File: src/rtl/pc_unit.sv
// pc_unit: architectural program counter for the single-cycle MIPS core.
// Selects the next PC from sequential, branch, jump, jump-register and
// exception sources. Also provides a stall input, a trap for misaligned
// jump-register targets, a one-cycle redirect pulse for flush logic and a
// saturating count of PC updates.
module pc_unit #(
  parameter int              WIDTH        = 32,
  parameter logic [WIDTH-1:0] RESET_VECTOR = WIDTH'(32'h0000_0000),
  parameter logic [WIDTH-1:0] EXC_VECTOR   = WIDTH'(32'h0000_0180),
  parameter int              CNT_W        = 16
) (
  input  logic             clk,
  input  logic             reset_n,
  input  logic             en,
  input  logic [1:0]       pc_sel,
  input  logic             branch_taken,
  input  logic [15:0]      branch_offset,
  input  logic [25:0]      jump_target,
  input  logic [WIDTH-1:0] jr_addr,
  input  logic             exc_req,
  output logic [WIDTH-1:0] pc,
  output logic [WIDTH-1:0] pc_plus4,
  output logic             redirect,
  output logic             misalign_err,
  output logic [CNT_W-1:0] adv_count
);

  localparam logic [1:0] SEL_SEQ = 2'b00;
  localparam logic [1:0] SEL_BR  = 2'b01;
  localparam logic [1:0] SEL_JMP = 2'b10;
  localparam logic [1:0] SEL_JR  = 2'b11;

  logic [WIDTH-1:0] br_off;
  logic [WIDTH-1:0] br_tgt;
  logic [WIDTH-1:0] jmp_tgt;
  logic [WIDTH-1:0] pc_nxt;
  logic             redir_nxt;
  logic             mis_nxt;
  logic             upd;

  // Sequential successor; wraps silently modulo 2^WIDTH.
  assign pc_plus4 = pc + WIDTH'(4);

  // Branch target: word offset, sign-extended, scaled to bytes.
  assign br_off = {{(WIDTH-16){branch_offset[15]}}, branch_offset} << 2;
  assign br_tgt = pc_plus4 + br_off;

  // J-type target keeps the region bits above bit 27 of pc+4. At the minimum
  // width there are no region bits, so the field alone forms the address.
  if (WIDTH > 28) begin : g_jmp_region
    assign jmp_tgt = {pc_plus4[WIDTH-1:28], jump_target, 2'b00};
  end else begin : g_jmp_flat
    assign jmp_tgt = {jump_target, 2'b00};
  end

  // Prioritised next-PC selection: exception beats stall beats control flow.
  always_comb begin
    pc_nxt    = pc;
    redir_nxt = 1'b0;
    mis_nxt   = 1'b0;
    upd       = 1'b0;
    if (exc_req) begin
      pc_nxt    = EXC_VECTOR;
      redir_nxt = 1'b1;
      upd       = 1'b1;
    end else if (!en) begin
      pc_nxt = pc;
    end else begin
      upd = 1'b1;
      unique case (pc_sel)
        SEL_JR: begin
          redir_nxt = 1'b1;
          if (jr_addr[1:0] != 2'b00) begin
            pc_nxt  = EXC_VECTOR;
            mis_nxt = 1'b1;
          end else begin
            pc_nxt = jr_addr;
          end
        end
        SEL_JMP: begin
          pc_nxt    = jmp_tgt;
          redir_nxt = 1'b1;
        end
        SEL_BR: begin
          if (branch_taken) begin
            pc_nxt    = br_tgt;
            redir_nxt = 1'b1;
          end else begin
            pc_nxt = pc_plus4;
          end
        end
        SEL_SEQ: pc_nxt = pc_plus4;
        default: pc_nxt = pc_plus4;
      endcase
    end
  end

  // PC and status pulses; reset forces the vector immediately.
  always_ff @(posedge clk or negedge reset_n) begin
    if (!reset_n) begin
      pc           <= RESET_VECTOR;
      redirect     <= 1'b0;
      misalign_err <= 1'b0;
    end else begin
      pc           <= pc_nxt;
      redirect     <= redir_nxt;
      misalign_err <= mis_nxt;
    end
  end

  // Count PC updates, sticking at all-ones instead of wrapping.
  always_ff @(posedge clk or negedge reset_n) begin
    if (!reset_n) begin
      adv_count <= '0;
    end else if (upd && (adv_count != {CNT_W{1'b1}})) begin
      adv_count <= adv_count + CNT_W'(1);
    end
  end

endmodule

File: config.mk
export PLATFORM = sky130hd
export DESIGN_NAME = pc_unit
export DESIGN_NICKNAME = d
export VERILOG_FILES = /design/src/rtl/pc_unit.sv
export SDC_FILE = /design/constraint.sdc
export NUM_CORES = 1
export LEC_CHECK = 0
export ABC_CLOCK_PERIOD_IN_PS = 9700
export CAP_MARGIN = 5
export CORE_MARGIN = 2
export CORE_UTILIZATION = 51
export CTS_BUF_LIST = sky130_fd_sc_hd__clkbuf_16
export CTS_CLUSTER_SIZE = 8
export DETAILED_ROUTE_END_ITERATION = 6
export GPL_ROUTABILITY_DRIVEN = 0
export PLACE_DENSITY_LB_ADDON = 0.15
export SLEW_MARGIN = 5
export SYNTH_ARGS = -nofsm -noshare
export SYNTH_HDL_FRONTEND = slang
export SYNTH_SLANG_ARGS = --single-unit
export TNS_END_PERCENT = 1
File: constraint.sdc
create_clock -name clk -period 9.7 [get_ports clk]
set_clock_uncertainty 0.05 [all_clocks]
set_input_delay 1.455 -clock clk [delete_from_list [all_inputs] [get_ports clk]]
set_output_delay 1.455 -clock clk [all_outputs]
set_load 0.02 [all_outputs]
# [Yosys cells after proc, flatten, opt, wreduce, memory -nomap -nowiden]
# Cells that the tools add are included.
[classes] add_sub_neg=3 n_eq_ne=4 mux=15 reduce_logical=5
[ops] cell="32-bit two-way mux" count=4
[ops] cell="32-bit one-hot mux with 4 select lines" count=1
[ops] cell="32-bit by 3-bit adder with 32-bit output, second input constant" count=1
[ops] cell="32-bit adder" count=1
[ops] cell="16-bit by 1-bit adder with 16-bit output, second input constant" count=1
[ops] cell="16-bit != test, second input constant" count=1
[ops] cell="1-bit two-way mux" count=9
[ops] cell="2-bit equality test, second input constant" count=2
[ops] cell="2-bit nonzero test" count=2
[ops] cell="2-bit by 1-bit equality test with 1-bit output, second input constant" count=1
[ops] cell="2-bit logical NOT" count=1
[ops] cell="1-bit one-hot mux with 2 select lines" count=1
[ops] cell="2-bit OR reduction" count=1
[ops] cell="1-bit logical AND" count=1
[totals] register_bits=50 inputBits=81 out_inout_bits=82 word_cells=31

# [Depth between registers and ports, before layout]
# Gate-level depths: netlist of run 1.
[logic_depth] depth_word=6 depth_mapped=18 depth_no_buf=17

# [Worst setup path before layout of run 1]
# Ideal clock, no wire load.
[synth_path] path_kind="register to register" startpoint="reg pc[2]" endpoint="reg pc[31]" setup_time_ps=87 t_arrival_ps=4064 required_time_ps=9563 path_slack_ps=5500 path_stages_with_launch=18 n_path_buf=1 path_cell_list="dfrtp_1 ha_1 nand2_1 or4b_4 nor2_4 nand3_1 xnor2_1 ha_1 clkbuf_1 a21o_1 a21oi_1 nor2_1 nor4_1 a21oi_2 a311oi_2 xnor2_1 a21oi_1 a211oi_2"
[synth_via] elab_chain_len=6
[synth_lines] item="start: declaration" line_no="21" source="output logic [WIDTH-1:0] pc,"
[synth_lines] item="start signal: assignment" line_no="105" source="pc <= pc_nxt;"
[synth_lines] item="32-bit by 3-bit adder with 32-bit output" line_no="42" source="assign pc_plus4 = pc + WIDTH'(4);"
[synth_lines] item="via pc_plus4[24]" line_no="22" source="output logic [WIDTH-1:0] pc_plus4,"
[synth_lines] item="32-bit adder" line_no="46" source="assign br_tgt = pc_plus4 + br_off;"
[synth_lines] item="32-bit two-way mux" line_no="85" source="if (branch_taken) begin"
[synth_lines] item="32-bit one-hot mux with 4 select lines" line_no="70" source="unique case (pc_sel)"
[synth_lines] item="32-bit two-way mux" line_no="66" source="end else if (!en) begin"
[synth_lines] item="32-bit two-way mux" line_no="62" source="if (exc_req) begin"
# The timed path passes the listed nets, and every way through them passes these cells. The select of a mux whose other input is x is not followed.
# A chain may end at the register's enable or synchronous reset.

# [Worst setup path in the final report of run 1]
[layout_path] startpoint="reg pc[5]" endpoint="out pc_plus4[31]"
[layout_via] elab_chain_len=1
[layout_lines] item="32-bit by 3-bit adder with 32-bit output" line_no="42"
[layout_lines] item="end: declaration" line_no="22"
# Every way passes these cells.

==> results of run 1 <==
## cell usage after synthesis, types with 5 or more instances
cell	count	area share
nand2_1	61	0.046
nor2_1	61	0.046
a21oi_1	60	0.060
dfrtp_1	50	0.25
xnor2_1	38	0.066
ha_1	37	0.092
nand3_1	29	0.029
xor2_1	29	0.051
o21ai_0	28	0.028
clkbuf_1	25	0.019
inv_1	19	0.014
a21o_1	16	0.024
and3_1	15	0.019
a31oi_1	14	0.017
nor2b_1	14	0.017
nand4_1	12	0.015
nand2b_1	9	0.011
and2_1	8	0.010
o211ai_1	8	0.012
a211oi_1	5	0.0075
a22o_1	5	0.0087
and4_1	5	0.0087
nor3_1	5	0.0050
o21bai_1	5	0.0075
## state kept, by name, summed over array words and instances (netlist names)
signal and flops:
pc 32, redirect 1, adv_count 16, misalign_err 1
## worst max-delay path: stages (launching register included)
cell,delay [ns]
dfrtp_1,0.48
nand4_1,0.21
nor2_1,0.28
nor4bb_1,0.68
and3_1,0.31
nand3_1,0.12
xnor2_1,0.27
clkdlybuf4s50_1,0.66
## worst paths after layout
| path | startpoint | endpoint | slack, ns | cells past startpoint |
|---|---|---|---|---|
| max | pc[5] | pc_plus4[31] | 4.88 | 7 |
| min | adv_count[9] | adv_count[9] | 0.45 | 1 |
| max reg2reg | pc[2] | pc[31] | 5.34 | 14 |
| min reg2reg | adv_count[9] | adv_count[9] | 0.45 | 1 |
| max in group asynchronous | reset_n | adv_count[1] | 7.92 | 2 |
| min in group asynchronous | reset_n | pc[4] | 1.23 | 2 |
## final cells by class
cell class | count | area [um2] | share of cell area
multi-input combinational | 534 | 3560 | 0.520
timing repair buffer | 167 | 1650 | 0.241
sequential | 50 | 1250 | 0.183
tap | 133 | 166 | 0.0243
clock buffer | 5 | 125 | 0.0183
inverter | 19 | 71.3 | 0.0104
clock inverter | 3 | 28.8 | 0.00420
## report_power, final
part / switching [mW] / internal (mW)
clock: 0.0896 / 0.0992
sequential: 0.0349 / 0.231
combinational: 0.183 / 0.166
## logic make-up (layout without fill, tap and decap cells)
group / Yosys count / in the layout / share of synthesized area
AOI/OAI and AO/OA: 190 / 190 / 0.256
DFF: 50 / 50 / 0.249
muxes: 5 / 5 / 0.0105
adders and majority gates: 38 / 38 / 0.0962
and+or+nand+nor: 234 / 234 / 0.229
buffers and inverters: 51 / 194 / 0.0414
xor gates and xnor gates: 67 / 67 / 0.117
## metal layers
metal	up-vias	part of all wire	GRT usage
met3	39	0.081	0.0450
met1	2619	0.42	0.412
met5	-	0	0
met2	281	0.47	0.519
li1	2588	-	-
met4	0	0.028	0.114
## metrics by stage
stage | util | cell area [um2] | power, mW
floorplan | - | 5020 | 0.468
global placement | 0.692 | 6700 | 0.607
detailed placement | 0.692 | 6700 | 0.615
CTS | 0.708 | 6850 | 0.803
global route | 0.708 | 6850 | 0.850
finish | 0.708 | 6850 | 0.804
==> metrics.txt, run 1 <==
status completed; core area 9680 um2; Max clock buf depth 2; fraction of registers with async set/reset 1.00; Arrival @ worst endpoint 3.32 ns; Placed Cells incl. Taps 903; Post-Syn Area 5020 um2; largest net degree at the start of global routing 63; pre-CTS setup slack 4.90 ns; crit path max fanout 7; Critical Path RT 8.20 ns; Slew @ Worst Pin 1.03 ns; clk sink count 50; Initial Util 0.518; Netlist cell types 65; Pleak 2.92 nW; total track usage 0.311; worst skew pair latency 0.30 ns; vias per cell 6.07; # Post-CTS Setup Buffers 0; Post-synth EDFFs 0; drc violations 0; Syn Inst Count 635; Max Cap Violations 0; CTS root buffer clkbuf_16; ANT nets after route 0; Die Height 103 um; Tcrit/Tclk final 0.497; Hold Crit Class flop to flop; routed len/inst 18.2 um; Worst-path clk slew 0.07 ns; syn_nets 754; Die X 103 um; leading register cell type out of synthesis dfrtp_1; peak supply drop 0.0690 mV; drt first pass iters 5; Yosys Warn Count 0; hold slack 0.447 ns; RSZ-0062 raised after global routing false; Die ar. 10700 um2; Area Growth Syn to Fin 36.6%; CP endpoint kind output pin; Tmin final 4.82 ns; DRT iter0 DRCs 387; Non-Filler Instances 911; Hold Fails Final Rpt 0; post-DP HPWL 12.4 mm; # diodes 0; CTS Buf Count 5; initial antenna violation count 0; layout cell share with drive strength beyond 1 0.0463; fmax 207 MHz; H-tree levels 2; Worst setup SP type flop; CTS tree yes; Site Rows 36; FILL cells 825; Post-CTS Resized 0; PD cells 117 nW/um2; Crit Path Category flop to output pin; final setup vio count 0; commonest non-fill, non-tap cells in the layout 160 x clkdlybuf4s50_1, 61 x nand2_1, 60 x nor2_1, 60 x a21oi_1, 50 x dfrtp_1; vias in the first global route 5266; input/output buffers 162; setup tns final 0 ns; Hold-fix buffers, CTS 0; Synth Area per Inst 7.90 um2; Relative slew margins 0.314; flop and latch count out of synthesis 50; aggregate global routing overflow 0; Via Count 5527; global-route wire length before repair 26.1 mm; final WL 16.6 mm; IO Pins 163; nets@finish 896; register area share after synthesis 0.249; Slew Limit Fails 0; commonest non-fill, non-tap cell in the layout clkdlybuf4s50_1; Worst Setup Slack, final 4.88 ns
Note: power is estimated with default switching activity, not from simulation.
==> inputs of run 2 (changes only) <==
ABC_CLOCK_PERIOD_IN_PS = 4800   (was 9700)
CORE_UTILIZATION = 48   (was 51)
clock period = 4.8 ns   (was 9.7 ns; I/O delays follow)
==> metrics.txt, run 2 (synthesis results as in run 1) <==
Logic pwr share 0.438 (+0.004); initial antenna violation count 0 (unchanged); Hold-fix buffers, CTS 0 (unchanged); Arrival @ worst endpoint 4.47 ns (+1.15 ns); H-tree levels 2 (unchanged); nets@finish 900 (+0.45%); drt first pass iters 5 (unchanged); PD cells 237 nW/um2 (+100%); hold slack 0.441 ns (-0.00633 ns); setup tns final 0 ns (unchanged); fmax 231 MHz; status completed; Clk network pwr share 0.233 (-0.002); Max Cap Violations 0 (unchanged); commonest non-fill, non-tap cells in the layout 160 x clkdlybuf4s50_1, 61 x nand2_1, 60 x nor2_1, 60 x a21oi_1, 50 x dfrtp_1; # Post-CTS Setup Buffers 0 (unchanged); vias per cell 6.07 (about the same); P_int 1.00 mW (+100%); RSZ-0062 raised after global routing false; Sw Share 0.384 (+0.00213); Tcrit/Tclk final 0.901; Largest Register pc; CTS root buffer clkbuf_16; CP Capture Point pc[28]; worst skew pair latency 0.30 ns (about the same); wire length on met1 7.21 mm (+3.5%); Site Rows 37 (+2.8%); Regs by FF count pc: 32 flops, adv_count: 16 flops; final WL 17.3 mm (+4.1%); core area 10200 um2 (+5.6%); Pleak 2.93 nW (+0.63%); IO Pins 163 (unchanged); FILL cells 897 (+8.7%); Area Growth Syn to Fin 37.2%; Critical Path RT 4.94 ns (-3.26 ns); met3 WL 1.54 mm (+14%); Die X 106 um (+3.0%); CTS tree yes; FF-to-FF setup slack 0.47 ns (-4.87 ns); metal2 WL 8.04 mm (+3.2%); number of flip-flops in the largest register 32 (unchanged); pre-CTS setup slack 0.615 ns (-4.28 ns); layout cell share with drive strength beyond 1 0.0512 (+0.00488); Initial Util 0.491 (-0.0277); ANT nets after route 0 (unchanged); Top Layer Used met4; Tmin final 4.33 ns; Die ar. 11300 um2 (+6.0%); Worst setup SP type flop; Relative slew margins 0.323 (+0.00886); global-route wire length before repair 27.0 mm (+3.4%); cell area after layout 6890 um2 (+0.46%); CTS Buf Count 5 (unchanged); Die Height 106 um (+3.0%); DRT iter0 DRCs 459 (+19%); Placed Cells incl. Taps 910 (+0.78%); Hold Fails Final Rpt 0 (unchanged); Switching Power 0.627 mW (+100%); routed len/inst 18.8 um (+3.3%); # diodes 0 (unchanged); drc violations 0 (unchanged); r2r startpoint pc[5]; CP endpoint kind flop; Slew @ Worst Pin 1.01 ns (-0.0154 ns); Total Power 1.63 mW (+100%); commonest non-fill, non-tap cell in the layout clkdlybuf4s50_1; Slew Limit Fails 0 (unchanged); total track usage 0.299 (-0.0120); Hold Crit Class flop to flop; Final Util 0.673 (-0.0348); Placement Cell Area 6730 um2 (+0.50%); Crit Path Category flop to flop; vias in the first global route 5415 (+2.8%); clk sink count 50 (unchanged); crit path max fanout 7 (unchanged); Post-CTS Resized 0 (unchanged); Non-Filler Instances 918 (+0.77%); Max clock buf depth 2 (unchanged); Sequential Power Share 0.328 (-0.003); Worst Setup Slack, final 0.473 ns (-4.40 ns); largest net degree at the start of global routing 62 (-1.6%); Worst-path clk slew 0.08 ns (about the same); peak supply drop 0.206 mV (+200%); R2R Path End pc[28]; final setup vio count 0 (unchanged); aggregate global routing overflow 0 (unchanged); input/output buffers 162 (unchanged); Via Count 5570 (+0.78%); crit path launch pc[5]; post-DP HPWL 12.9 mm (+3.9%); R2R depth 16 (+2)
run 2: worst min-delay path by stage:
stage,cells after the start,end,start,slack (ns)
3_5_place_dp,1,adv_count[11],adv_count[11],0.43
6_report,1,adv_count[11],adv_count[11],0.44
3_3_place_gp,1,adv_count[9],adv_count[9],0.42
2_1_floorplan,0,adv_count[0],reset_n,0.37
4_1_cts,1,adv_count[11],adv_count[11],0.45
5_1_grt,1,adv_count[11],adv_count[11],0.46
run 2: critical path, stage by stage, from the launching register on:
cell and delay [ns]:
dfrtp_1 0.47, nand4_1 0.22, or2_2 0.39, nor3_1 0.41, nand3_1 0.16, xnor2_1 0.50
ha_1 0.36, a21oi_1 0.25, o21ai_0 0.14, a21o_1 0.21, a21oi_1 0.18, o21bai_1 0.09
a21oi_1 0.14, o31ai_1 0.11, xnor2_1 0.19, a21oi_1 0.10, a211o_1 0.25
run 2: layout make-up:
class	count	area [um2]	share of cell area
clock buffers	5	125	0.0182
clock inverters	3	26.3	0.00382
inverters	19	71.3	0.0104
multi-input cells	534	3560	0.517
flip-flops and latches	50	1250	0.182
well taps	136	170	0.0247
repair buffers	171	1680	0.244
run 2: routing by layer:
layer  vias up  track usage
li1       2595            -
met1      2639        0.384
met2       292        0.507
met3        44       0.0613
met4         0       0.0902
met5         -            0
run 2: power by group through the flow:
stage | clock, mW | combinational [mW] | sequential [mW]
floorplan | 0 | 0.360 | 0.586
global placement | 0 | 0.691 | 0.540
detailed placement | 0 | 0.706 | 0.543
CTS | 0.383 | 0.711 | 0.534
global route | 0.400 | 0.769 | 0.544
finish | 0.381 | 0.715 | 0.535
==> inputs of run 3 (changes only) <==
MAX_ROUTING_LAYER = met4   (was unset)
RECOVER_POWER = 25   (was unset)
==> metrics.txt, run 3 (synthesis results as in run 1) <==
IO Pins 163 (unchanged); H-tree levels 2 (unchanged); commonest non-fill, non-tap cell in the layout clkdlybuf4s50_1; PD cells 237 nW/um2 (+0.14%); Largest Register pc; Regs by FF count pc: 32 flops, adv_count: 16 flops; Sw Share 0.385 (+0.000769); layout cell share with drive strength beyond 1 0.0499 (-0.00128); Tcrit/Tclk final 0.907 (+0.00594); Placed Cells incl. Taps 910 (unchanged); Die X 106 um (unchanged); hold path endpoint adv_count[11]; setup tns final 0 ns (unchanged); vias per cell 6.12 (+0.81%); ANT nets after route 0 (unchanged); Site Rows 37 (unchanged); global-route wire length before repair 27.0 mm (about the same); worst hold start adv_count[11]; Hold Fails Final Rpt 0 (unchanged); RSZ-0062 raised after global routing false; CTS Buf Count 5 (unchanged); Pleak 2.93 nW (-0.12%); Worst setup SP type flop; # Post-CTS Setup Buffers 0 (unchanged); Critical Path RT 4.94 ns (about the same); CP endpoint kind flop; Max Cap Violations 1 (+1); Sequential Power Share 0.328 (about the same); P_int 1.00 mW (about the same); failing checks max-capacitance violations, max-slew violations; commonest non-fill, non-tap cells in the layout 160 x clkdlybuf4s50_1, 61 x nand2_1, 60 x nor2_1, 60 x a21oi_1, 50 x dfrtp_1; initial antenna violation count 0 (unchanged); clk sink count 50 (unchanged); Worst Setup Slack, final 0.444 ns (-0.0285 ns); Non-Filler Instances 918 (unchanged); total track usage 0.308 (+0.00867); Max stage delay on crit path 0.51 ns (about the same); crit-path cells nand4_1 > or2_2 > nor3_1 > nand3_1 > xnor2_1 > ha_1 > a21oi_1 > o21ai_0 > a21o_1 > a21oi_1 > o21bai_1 > a21oi_1 > o31ai_1 > xnor2_1 > a21oi_1 > a211o_1; pre-CTS setup slack 0.615 ns (unchanged); Clk network pwr share 0.234 (about the same); Arrival @ worst endpoint 4.50 ns (+0.03 ns); DRT iter0 DRCs 422 (-8.1%); # diodes 0 (unchanged); R2R Path End pc[28]; Worst-path clk slew 0.09 ns (about the same); nets@finish 900 (unchanged); crit path max fanout 7 (unchanged); worst skew pair latency 0.30 ns (about the same); Logic pwr share 0.438 (about the same); final WL 17.3 mm (about the same); Area Growth Syn to Fin 37.1% (about the same); Post-CTS Resized 0 (unchanged); Tmin final 4.36 ns (+0.0285 ns); Relative slew margins -0.993 (-1.32); Switching Power 0.629 mW (+0.29%); largest net degree at the start of global routing 62 (unchanged); core area 10200 um2 (unchanged); Hold-fix buffers, CTS 0 (unchanged); number of flip-flops in the largest register 32 (unchanged); vias in the first global route 5412 (-0.055%); Top cell by count, worst path a21oi_1; CTS tree yes; Die ar. 11300 um2 (unchanged); Via Count 5615 (+0.81%); Slew Limit Fails 51 (+51); Initial Util 0.491 (unchanged); peak supply drop 0.206 mV (unchanged); drc violations 0 (unchanged); post-DP HPWL 12.9 mm (unchanged); input/output buffers 162 (unchanged); final setup vio count 0 (unchanged); R2R depth 16 (unchanged); Slew @ Worst Pin 2.99 ns (+1.98 ns); FF-to-FF setup slack 0.44 ns (-0.03 ns); Hold Crit Class flop to flop; hold path cells 1 (unchanged); CP max stage cell xnor2_1; aggregate global routing overflow 0 (unchanged); Die Height 106 um (unchanged); routed len/inst 18.8 um (about the same); status finished, violations left; drt first pass iters 5 (unchanged); r2r startpoint pc[5]; Max clock buf depth 2 (unchanged); Crit Path Category flop to flop; CTS root buffer clkbuf_16; FILL cells 899 (+0.22%); fmax 230 MHz (-0.65%)
==> run 3: how the worst max path moves through the flow <==
stage,depth (start not counted),end,start,slack [ns]
finish,16,pc[28],pc[5],0.44
global route,16,pc[28],pc[5],0.19
CTS,16,pc[28],pc[5],0.58
detailed placement,16,pc[31],pc[2],0.62
global placement,15,pc[25],pc[2],0.74
floorplan,17,pc[31],pc[2],0.60
==> run 3: per-layer routing <==
layer | up-vias | global-route usage | part of all wire | routed length [um]
li1 | 2596 | - | - | -
met1 | 2639 | 0.388 | 0.42 | 7200
met5 | - | - | 0 | 0
met2 | 325 | 0.507 | 0.47 | 8060
met3 | 55 | 0.0552 | 0.088 | 1530
met4 | 0 | 0.0902 | 0.028 | 480
==> run 3: final cells by class <==
cell class                 count  area, um2  area share
timing repair buffer         171       1680       0.243
inverter                      19       71.3      0.0104
clock inverter                 3       26.3     0.00382
tap                          136        170      0.0247
clock buffer                   5        125      0.0182
multi-input combinational    534       3560       0.518
sequential                    50       1250       0.182
==> run 3: power groups by stage <==
stage                     Combinational (mW)  Clock [mW]  Sequential [mW]
after global placement                 0.691           0            0.540
after CTS                              0.711       0.383            0.534
after detailed placement               0.706           0            0.543
final                                  0.715       0.382            0.535
after floorplan                        0.360           0            0.586
after global routing                   0.769       0.401            0.544
==> run 3: critical path: cells and delay by family (launching register included) <==
| family | cells | cell delay, ns |
|---|---|---|
| compound gates | 9 | 1.49 |
| xor+xnor | 2 | 0.70 |
| fa+ha+maj | 1 | 0.36 |
| flops | 1 | 0.47 |
| simple gates | 4 | 1.18 |
==> run 3: through the flow <==
step / area, um2 / total power, mW / util / hold WS (ns)
6_report: 6880 / 1.63 / 0.673 / 0.441
5_1_grt: 6880 / 1.71 / 0.673 / 0.459
4_1_cts: 6890 / 1.63 / 0.673 / 0.446
3_5_place_dp: 6730 / 1.25 / 0.658 / 0.434
3_3_place_gp: 6730 / 1.23 / 0.658 / 0.424
2_1_floorplan: 5020 / 0.945 / - / 0.374
